[src/rtl/alu_exec_if.sv]
// Issue/writeback handshake bundle for the ALU execute unit.
// The issue/writeback side uses the master modport; the unit uses slave.
interface alu_exec_if #(
  parameter int XLEN = 32
);
  logic            in_valid;
  logic            in_ready;
  logic [3:0]      op;
  logic [XLEN-1:0] a;
  logic [XLEN-1:0] b;
  logic            out_valid;
  logic            out_ready;
  logic [XLEN-1:0] result;
  logic            zero;
  logic            illegal_op;

  modport master (
    output in_valid, op, a, b, out_ready,
    input  in_ready, out_valid, result, zero, illegal_op
  );

  modport slave (
    input  in_valid, op, a, b, out_ready,
    output in_ready, out_valid, result, zero, illegal_op
  );
endinterface

[src/rtl/alu_exec_unit.sv]
// Multi-cycle integer execute unit.
// Logic, add/sub and compares complete in one cycle. Shifts run serially,
// SHIFT_STEP bits per cycle. The result is held until writeback takes it.
module alu_exec_unit #(
  parameter int XLEN       = 32,
  parameter int SHIFT_STEP = 1
) (
  input logic       clk,
  input logic       rst_n,
  alu_exec_if.slave bus
);
  localparam int SHW = $clog2(XLEN);
  // One extra bit so that SHIFT_STEP == XLEN is still representable.
  localparam logic [SHW:0] STEP = (SHW + 1)'(SHIFT_STEP);

  typedef enum logic [1:0] {IDLE, SHIFT, DONE} state_t;

  state_t          state;
  state_t          state_next;
  logic [XLEN-1:0] alu_res;
  logic            alu_ill;
  logic            is_shift;
  logic [SHW-1:0]  shamt;
  logic            accept;
  logic [XLEN-1:0] shreg;
  logic [XLEN-1:0] shreg_next;
  logic [SHW-1:0]  cnt;
  logic [SHW-1:0]  cnt_next;
  logic [SHW-1:0]  k;
  logic [1:0]      sh_kind;   // op[1:0] of the latched shift: 00 SRL, 01 SRA, 10 SLL
  logic [XLEN-1:0] result_q;
  logic            zero_q;
  logic            ill_q;

  assign shamt          = bus.b[SHW-1:0];
  assign accept         = bus.in_valid && (state == IDLE);
  assign bus.in_ready   = (state == IDLE);
  assign bus.out_valid  = (state == DONE);
  assign bus.result     = result_q;
  assign bus.zero       = zero_q;
  assign bus.illegal_op = ill_q;

  // Single-cycle function decode on the live issue inputs.
  // NOTE: every output of an always_comb gets a default first, so no path leaves it unassigned and no latch is inferred.
  always_comb begin
    alu_res  = '0;
    alu_ill  = 1'b0;
    is_shift = 1'b0;
    case (bus.op)
      4'b0000: alu_res = bus.a & bus.b;
      4'b0001: alu_res = bus.a | bus.b;
      4'b0010,
      4'b0110: alu_res = bus.a + bus.b;
      4'b0100: alu_res = bus.a ^ bus.b;
      4'b0111: alu_res = bus.a + ~bus.b + 1'b1;
      // Shifts only take this path when shamt is zero, so the result is a.
      4'b1000,
      4'b1001,
      4'b1010: begin
        is_shift = 1'b1;
        alu_res  = bus.a;
      end
      4'b1101: alu_res = {{(XLEN-1){1'b0}}, (bus.a < bus.b)};
      4'b1111: alu_res = {{(XLEN-1){1'b0}}, ($signed(bus.a) < $signed(bus.b))};
      default: alu_ill = 1'b1;
    endcase
  end

  // One serial shift step of k = min(SHIFT_STEP, remaining) bits.
  always_comb begin
    k = ({1'b0, cnt} < STEP) ? cnt : STEP[SHW-1:0];
    case (sh_kind)
      2'b01:   shreg_next = $signed(shreg) >>> k;   // msb of latched a replicates
      2'b10:   shreg_next = shreg << k;
      default: shreg_next = shreg >> k;
    endcase
    cnt_next = cnt - k;
  end

  // Next-state logic.
  always_comb begin
    state_next = state;
    case (state)
      IDLE:    if (bus.in_valid)
                 state_next = (is_shift && shamt != '0) ? SHIFT : DONE;
      SHIFT:   if (cnt_next == '0) state_next = DONE;
      DONE:    if (bus.out_ready) state_next = IDLE;
      default: state_next = IDLE;
    endcase
  end

  // State register.
  // NOTE: clocked state uses non-blocking assignments so every register samples pre-edge values.
  always_ff @(posedge clk or negedge rst_n) begin
    if (!rst_n) state <= IDLE;
    else        state <= state_next;
  end

  // Shift datapath and registered result.
  // NOTE: the shift register and op latch are reset too, so an aborted shift leaves no stale state behind.
  always_ff @(posedge clk or negedge rst_n) begin
    if (!rst_n) begin
      shreg    <= '0;
      cnt      <= '0;
      sh_kind  <= '0;
      result_q <= '0;
      zero_q   <= 1'b1;
      ill_q    <= 1'b0;
    end else begin
      if (accept) begin
        if (is_shift && shamt != '0) begin
          shreg   <= bus.a;
          cnt     <= shamt;
          sh_kind <= bus.op[1:0];
        end else begin
          result_q <= alu_res;
          zero_q   <= (alu_res == '0);
          ill_q    <= alu_ill;
        end
      end else if (state == SHIFT) begin
        shreg <= shreg_next;
        cnt   <= cnt_next;
        if (cnt_next == '0) begin
          result_q <= shreg_next;
          zero_q   <= (shreg_next == '0);
          ill_q    <= 1'b0;
        end
      end
    end
  end
endmodule

[src/flat_wrapper.sv]
// flat-port wrapper written by rule: the top's interface ports become plain ports
module alu_exec_unit_flat 
#(
  parameter int XLEN       = 32,
  parameter int SHIFT_STEP = 1
)
  (clk, rst_n, bus_in_valid, bus_op, bus_a, bus_b, bus_out_ready, bus_in_ready, bus_out_valid, bus_result, bus_zero, bus_illegal_op);
  alu_exec_if #(.XLEN(XLEN)) bus_i ();
  input logic clk;
  input logic rst_n;
  input wire logic [$bits(bus_i.in_valid)-1:0] bus_in_valid;
  input wire logic [$bits(bus_i.op)-1:0] bus_op;
  input wire logic [$bits(bus_i.a)-1:0] bus_a;
  input wire logic [$bits(bus_i.b)-1:0] bus_b;
  input wire logic [$bits(bus_i.out_ready)-1:0] bus_out_ready;
  output wire logic [$bits(bus_i.in_ready)-1:0] bus_in_ready;
  output wire logic [$bits(bus_i.out_valid)-1:0] bus_out_valid;
  output wire logic [$bits(bus_i.result)-1:0] bus_result;
  output wire logic [$bits(bus_i.zero)-1:0] bus_zero;
  output wire logic [$bits(bus_i.illegal_op)-1:0] bus_illegal_op;
  assign bus_i.in_valid = bus_in_valid;
  assign bus_i.op = bus_op;
  assign bus_i.a = bus_a;
  assign bus_i.b = bus_b;
  assign bus_i.out_ready = bus_out_ready;
  assign bus_in_ready = bus_i.in_ready;
  assign bus_out_valid = bus_i.out_valid;
  assign bus_result = bus_i.result;
  assign bus_zero = bus_i.zero;
  assign bus_illegal_op = bus_i.illegal_op;
  alu_exec_unit #(.XLEN(XLEN), .SHIFT_STEP(SHIFT_STEP)) u_core (.clk(clk), .rst_n(rst_n), .bus(bus_i));
endmodule
[config.mk]
export PLATFORM = sky130hd
export DESIGN_NAME = alu_exec_unit_flat
export DESIGN_NICKNAME = d
export VERILOG_FILES = /design/src/rtl/alu_exec_if.sv /design/src/rtl/alu_exec_unit.sv /design/src/flat_wrapper.sv
export SDC_FILE = /design/constraint.sdc
export NUM_CORES = 1
export LEC_CHECK = 0
export ABC_AREA = 1
export BUFFER_PORTS_ARGS = -buffer_cell sky130_fd_sc_hd__buf_2
export CAP_MARGIN = 40
export CORE_MARGIN = 2
export CORE_UTILIZATION = 65
export CTS_BUF_LIST = sky130_fd_sc_hd__clkbuf_2 sky130_fd_sc_hd__clkbuf_4 sky130_fd_sc_hd__clkbuf_8
export DETAILED_ROUTE_END_ITERATION = 10
export PLACE_DENSITY_LB_ADDON = 0.12
export SLEW_MARGIN = 20
export SYNTH_ARGS = -nofsm -noshare
export SYNTH_HDL_FRONTEND = slang
export SYNTH_SLANG_ARGS = --single-unit
[constraint.sdc]
create_clock -name clk -period 3.7 [get_ports clk]
set_input_delay 0.925 -clock clk [delete_from_list [all_inputs] [get_ports clk]]
set_output_delay 0.925 -clock clk [all_outputs]
set_load 0.05 [all_outputs]
-- Word-level counts from Yosys, hierarchy flattened
Index checks and enable logic that the tools add are counted.
- add/subtract/negate cells: 4
- $lt $le $gt $ge: 3
- eq/ne operators: 19
- shift operators: 3
- muxes and demuxes: 28
- bitwise logic cells: 4
- reductions and logical operators: 17
- operators with widths (cell ; number):
    case mux 32 bit (8 select lines) ; 1
    two-way mux 32 bit ; 7
    adder 32 bit ; 2
    logical NOT 32 bit ; 2
    less-than comparator 32 bit ; 2
    case mux 32 bit (2 select lines) ; 1
    adder 32 x 1 -> 32 bit (second input constant) ; 1
    bitwise AND 32 bit ; 1
    inverter 32 bit ; 1
    bitwise OR 32 bit ; 1
    left shift 32 x 5 -> 32 bit ; 1
    right shift 32 x 5 -> 32 bit ; 1
    >>> shifter 32 x 5 -> 32 bit ; 1
    XOR 32 bit ; 1
    == test 4 bit (second input constant) ; 5
    two-way mux 5 bit ; 4
    == test 4 x 3 -> 1 bit (second input constant) ; 3
    OR reduction 11 bit ; 1
    two-way mux 1 bit ; 10
    two-way mux 2 bit ; 4
    inequality test 2 bit (second input constant) ; 4
    case mux 2 bit (3 select lines) ; 1
    AND reduction 3 bit ; 2
    logical NOT 5 bit ; 1
    other kinds (15) ; 20
- bits in registers: 75
- bits of input ports: 72
- output and inout bits: 36
- word-level logic and storage cells: 85

-- Depth between registers and ports, before layout
- word-level depth: 8
- depth in mapped cells: 21
- depth with buffers taken out: 21

-- Worst setup path after synthesis
Ideal clock, no wire load.
- path kind: input to register
- start: input port bus_a[0]
- end: register u_core.zero_q (netlist: u_core.bus.zero)
- library setup time: 73 ps
- data arrival time: 2748 ps
- data required time: 3627 ps
- setup slack: 879 ps
- cell stages on the path: 19
- path buffers: 0
- cell sequence: inv_1 ha_1 inv_1 fa_1 nand2_1 nand2_2 nand3_1 nand2_1 nand2_1 nand3_1 nand2_1 nand3_1 nand3_1 nand3_1 nor2_1 nand2_1 nor2_1 nand3_1 a21oi_1
- cells in the longest elaborated chain, start to end: 6
- elaborated cells between the ends (all ways): 12
- classes of those cells: add/sub: 3; order compare: 2; mux: 3; bitwise: 3; reduce/logical: 1
- RTL lines (element ; RTL line ; RTL):
    from (decl) ; flat_wrapper.sv:13 ; input wire logic [$bits(bus_i.a)-1:0] bus_a;
    adder 32 bit ; alu_exec_unit.sv:55 ; 4'b0111: alu_res = bus.a + ~bus.b + 1'b1;
    adder 32 x 1 -> 32 bit ; alu_exec_unit.sv:55 ;
    case mux 32 bit (8 select lines) * ; alu_exec_unit.sv:49 ; case (bus.op)
    logical NOT 32 bit * ; alu_exec_unit.sv:117 ; zero_q <= (alu_res == '0);
    two-way mux 1 bit * ; alu_exec_unit.sv:111 ; if (is_shift && shamt != '0) begin
    two-way mux 1 bit * ; alu_exec_unit.sv:110 ; if (accept) begin
    to (signal assigned) ; alu_exec_unit.sv:117 ;
    to (signal assigned) ; alu_exec_unit.sv:125 ; zero_q <= (shreg_next == '0);
    to (decl) ; alu_exec_unit.sv:32 ; logic zero_q;
Every way passes the cells marked *; elsewhere a longest branch is shown, timed or not. The select of a mux whose other input is x is not followed.
A chain may end at the register's enable or synchronous reset.

-- Worst setup path in the final report
- start: input port bus_a[25]
- end: register u_core.zero_q (netlist: u_core.bus.zero)
The elaborated chain is that of the path after synthesis.

==> results by group <==
Pwr
  – Switch share: 0.559
  – Leakage: around 6.8 nW
  – Clock network power share: 0.086
  – Seq pwr share: 0.220
  – Worst vdd rail ir drop: ~660 uV
  – Combinational power share: 0.694
  – Net Sw Power: 3.85 mW
  – Internal cell power: 3.04 mW
  – PwrDens: between 500 and 600 nW/um2

Worst setup path
  – CP bufs+invs: 3
  – Worst-path cell chain: buf_2 > inv_1 > ha_1 > inv_1 > a21oi_1 > nor2_1 > o21bai_1 > nand2_1 > a21oi_1 > nand3_1 > nand3_1 > nand2_1 > nor2_1 > nand2_1 > nor2_1 > nand3_1 > a21oi_1
  – CP Launch Type: input port
  – Required time worst endpoint: 4000 ps
  – Slowest CP cell: ha_1
  – WS Path Type: input port to flip-flop
  – CP peak stage delay: approximately 530 ps
  – Worst EP arrival: 3620 ps
  – CP Max Fanout: 10
  – CP Capture Type: flip-flop
  – Largest delay contributor family on the critical path: simple AND/OR/NAND/NOR gates

Timing
  – WHS: 462 ps
  – Setup TNS: 0 ps
  – Final Hold Violating Endpoints: 0
  – Final Setup Violations: 0
  – Final period util: 0.897
  – Skew final: approximately 17 ps
  – Unrepaired setup endpoints after global routing: false
  – Min Tclk post-route: 3320 ps
  – Slew margin rel.: 0.446
  – Tightest Pin Transition: 830 ps
  – Max Freq: around 0.3 GHz
  – Pins Over Slew Limit: 0

Floorplan
  – Die area: ~18,000 um2
  – Die width: roughly 130 um
  – Core area: 16,500 um2
  – Site row count: 47
  – Initial core utilization: 0.664
  – Die Ht: 134 um
  – IO Count: roughly 110

Cells and area
  – Most frequent cells in the layout: 547 x nand2_1, 346 x inv_1, 228 x nor2_1, 153 x nand3_1, 106 x buf_2
  – Multi-input gate area: between 7000 and 8000 um2
  – Storage cell area: 1880 um2
  – Nets@finish: 2,186
  – Layout cell share with drive strength beyond 1: 0.111
  – Area growth syn-to-layout: 8.77%
  – Ant. Diodes: 0
  – Commonest non-fill, non-tap cell in the layout: nand2_1
  – Layout fillers: about 1.5k

Logic synthesis
  – Register area share after synthesis: 0.171
  – Synth Register Bits: 75
  – Yosys warning count: 0
  – Syn Area/Cell: between 5 and 6 um2
  – Post-synth cell types: 43
  – Post-synthesis cell count: 1,928
  – Syn Nets: roughly 2.1k
  – Mapped Area: 11,000 um2

Clock network
  – Post-CTS Setup Inserts: 0
  – Worst-path clk slew: approximately 90 ps
  – Worst-Skew Late Latency: about 370 ps
  – Max clock buf depth: 2
  – TritonCTS clock tree: yes
  – Hold Buf Count CTS: 0
  – CTS buffer count: 9
  – Post-CTS Resized: 0
  – Clk sinks: 75
  – Htree depth: 3
  – Root Buffer Master: clkbuf_8

Drt
  – WL final: roughly 40,000 um
  – Drt drc: 0
  – DR iter-0 viols: 2,070
  – 1st-pass router iterations: 6
  – DR WL/cell: approximately 18 um
  – Final ANT Viol Nets: 0
  – Vias after detailed routing: approximately 13k
  – DR vias/cell: approximately 6

GRT
  – Initial antenna violation count: 0
  – Global-route wire length before repair: 63,100 um
  – Gr ovfl total: 0
  – Gr usage total: 0.443
  – Number of global-route vias before repair: between 10k and 15k
  – Largest net degree at the start of global routing: 68

Status
  – Outcome: finished, final reports clean

Run
  – Max_cap viols: 0

Place
  – Port Buf Inserts: about 110
  – RD Place Congestion: ~1.1
  – HPWL Detailed: ~32,000 um

Hold path
  – Worst hold-check path type: input port to async pin
[kinds of logic (layout without fill, tap and decap cells)]
family / count (synthesis) / count (layout) / synth area share
adders and majority gates: 105 / 105 / 0.121
buffers and inverters: 429 / 515 / 0.155
DFF: 75 / 75 / 0.171
and+or+nand+nor: 1019 / 1019 / 0.387
xor gates and xnor gates: 4 / 4 / 0.00320
AOI/OAI and AO/OA: 296 / 296 / 0.162
[worst register-to-register path, cell delays in order (launching register included)]
cell	delay, ps
dfrtp_1	410
inv_1	60
ha_1	350
nor2_1	480
buf_4	360
o22ai_1	130
o21ai_0	130
nand4_1	140
nor3_1	310
nand3_1	140
nand2_1	80
inv_1	60
a21oi_1	150
[per-layer routing]
layer  wire, um  track usage
met4       1530        0.163
met3       5840        0.101
met5          0            0
met1      15700        0.619
met2      16600        0.669
[layout make-up]
| class | count | area share |
|---|---|---|
| repair buffers | 143 | 0.0722 |
| well taps | 220 | 0.0231 |
| clock buffers | 12 | 0.0133 |
| inverters | 356 | 0.112 |
| multi-input cells | 1424 | 0.620 |
| clock inverters | 4 | 0.00210 |
| flip-flops and latches | 75 | 0.157 |
[final timing paths]
kind	startpoint	slack, ps	cells after the start	endpoint
setup reg to reg	u_core.sh_kind[0]$_DFFE_PN0P_	830	12	u_core.bus.zero$_DFFE_PN1P_
hold / removal	rst_n	460	1	u_core.cnt[4]$_DFFE_PN0P_
max in group asynchronous	rst_n	2630	2	u_core.bus.zero$_DFFE_PN1P_
min in group clk	u_core.bus.illegal_op$_DFFE_PN0P_	490	2	u_core.bus.illegal_op$_DFFE_PN0P_
hold reg to reg	u_core.bus.illegal_op$_DFFE_PN0P_	490	2	u_core.bus.illegal_op$_DFFE_PN0P_
setup / recovery	bus_a[25]	380	17	u_core.bus.zero$_DFFE_PN1P_
[cells in the mapped netlist (all sizes together)]
cell type,instances,area [um2]
a21oi,52,268
a221oi,16,140
a31oi,63,394
and2,1,6.26
and3,2,12.5
buf,53,289
clkbuf,20,75.1
dfrtp,74,1850
dfstp,1,26.3
fa,2,40.0
ha,103,1290
inv,356,1340
nand2,552,2080
nand3,157,806
nand3b,1,7.51
nand4,21,131
nor2,234,891
nor3,14,75.1
nor4,2,18.8
o2111ai,1,8.76
o211ai,5,37.5
o21a,2,15.0
o21ai,74,370
o21bai,13,97.6
o221ai,1,8.76
o22ai,67,419
o31ai,2,15.0
or2,35,219
xnor2,1,8.76
xor2,3,26.3
[through the flow]
stage | total power [mW] | setup WS (ps) | util | instance area (um2) | instances
final | 6.89 | 381 | 0.722 | 11900 | 2234
after global routing | 7.40 | 215 | 0.722 | 11900 | 2234
after CTS | 6.72 | 550 | 0.721 | 11900 | 2233
after detailed placement | 6.11 | 180 | 0.710 | 11700 | 2217
after global placement | 5.99 | 217 | 0.708 | 11700 | 2216
after floorplan | 4.96 | 879 | - | 11000 | 1928
[power by group through the flow]
| stage | Clock (mW) | Sequential [mW] | Combinational (mW) |
|---|---|---|---|
| 2_1_floorplan | 0 | 2.10 | 2.85 |
| 3_3_place_gp | 0 | 1.50 | 4.49 |
| 3_5_place_dp | 0 | 1.51 | 4.60 |
| 4_1_cts | 0.591 | 1.50 | 4.63 |
| 5_1_grt | 0.626 | 1.55 | 5.22 |
| 6_report | 0.592 | 1.51 | 4.78 |
[flip-flops by register name, summed over array words and instances (netlist names)]
signal                 count
u_core.bus.result         32
u_core.bus.illegal_op      1
u_core.cnt                 5
u_core.shreg              32
u_core.state               2
u_core.sh_kind             2
u_core.bus.zero            1
Note: power is estimated with default switching activity, not from simulation.
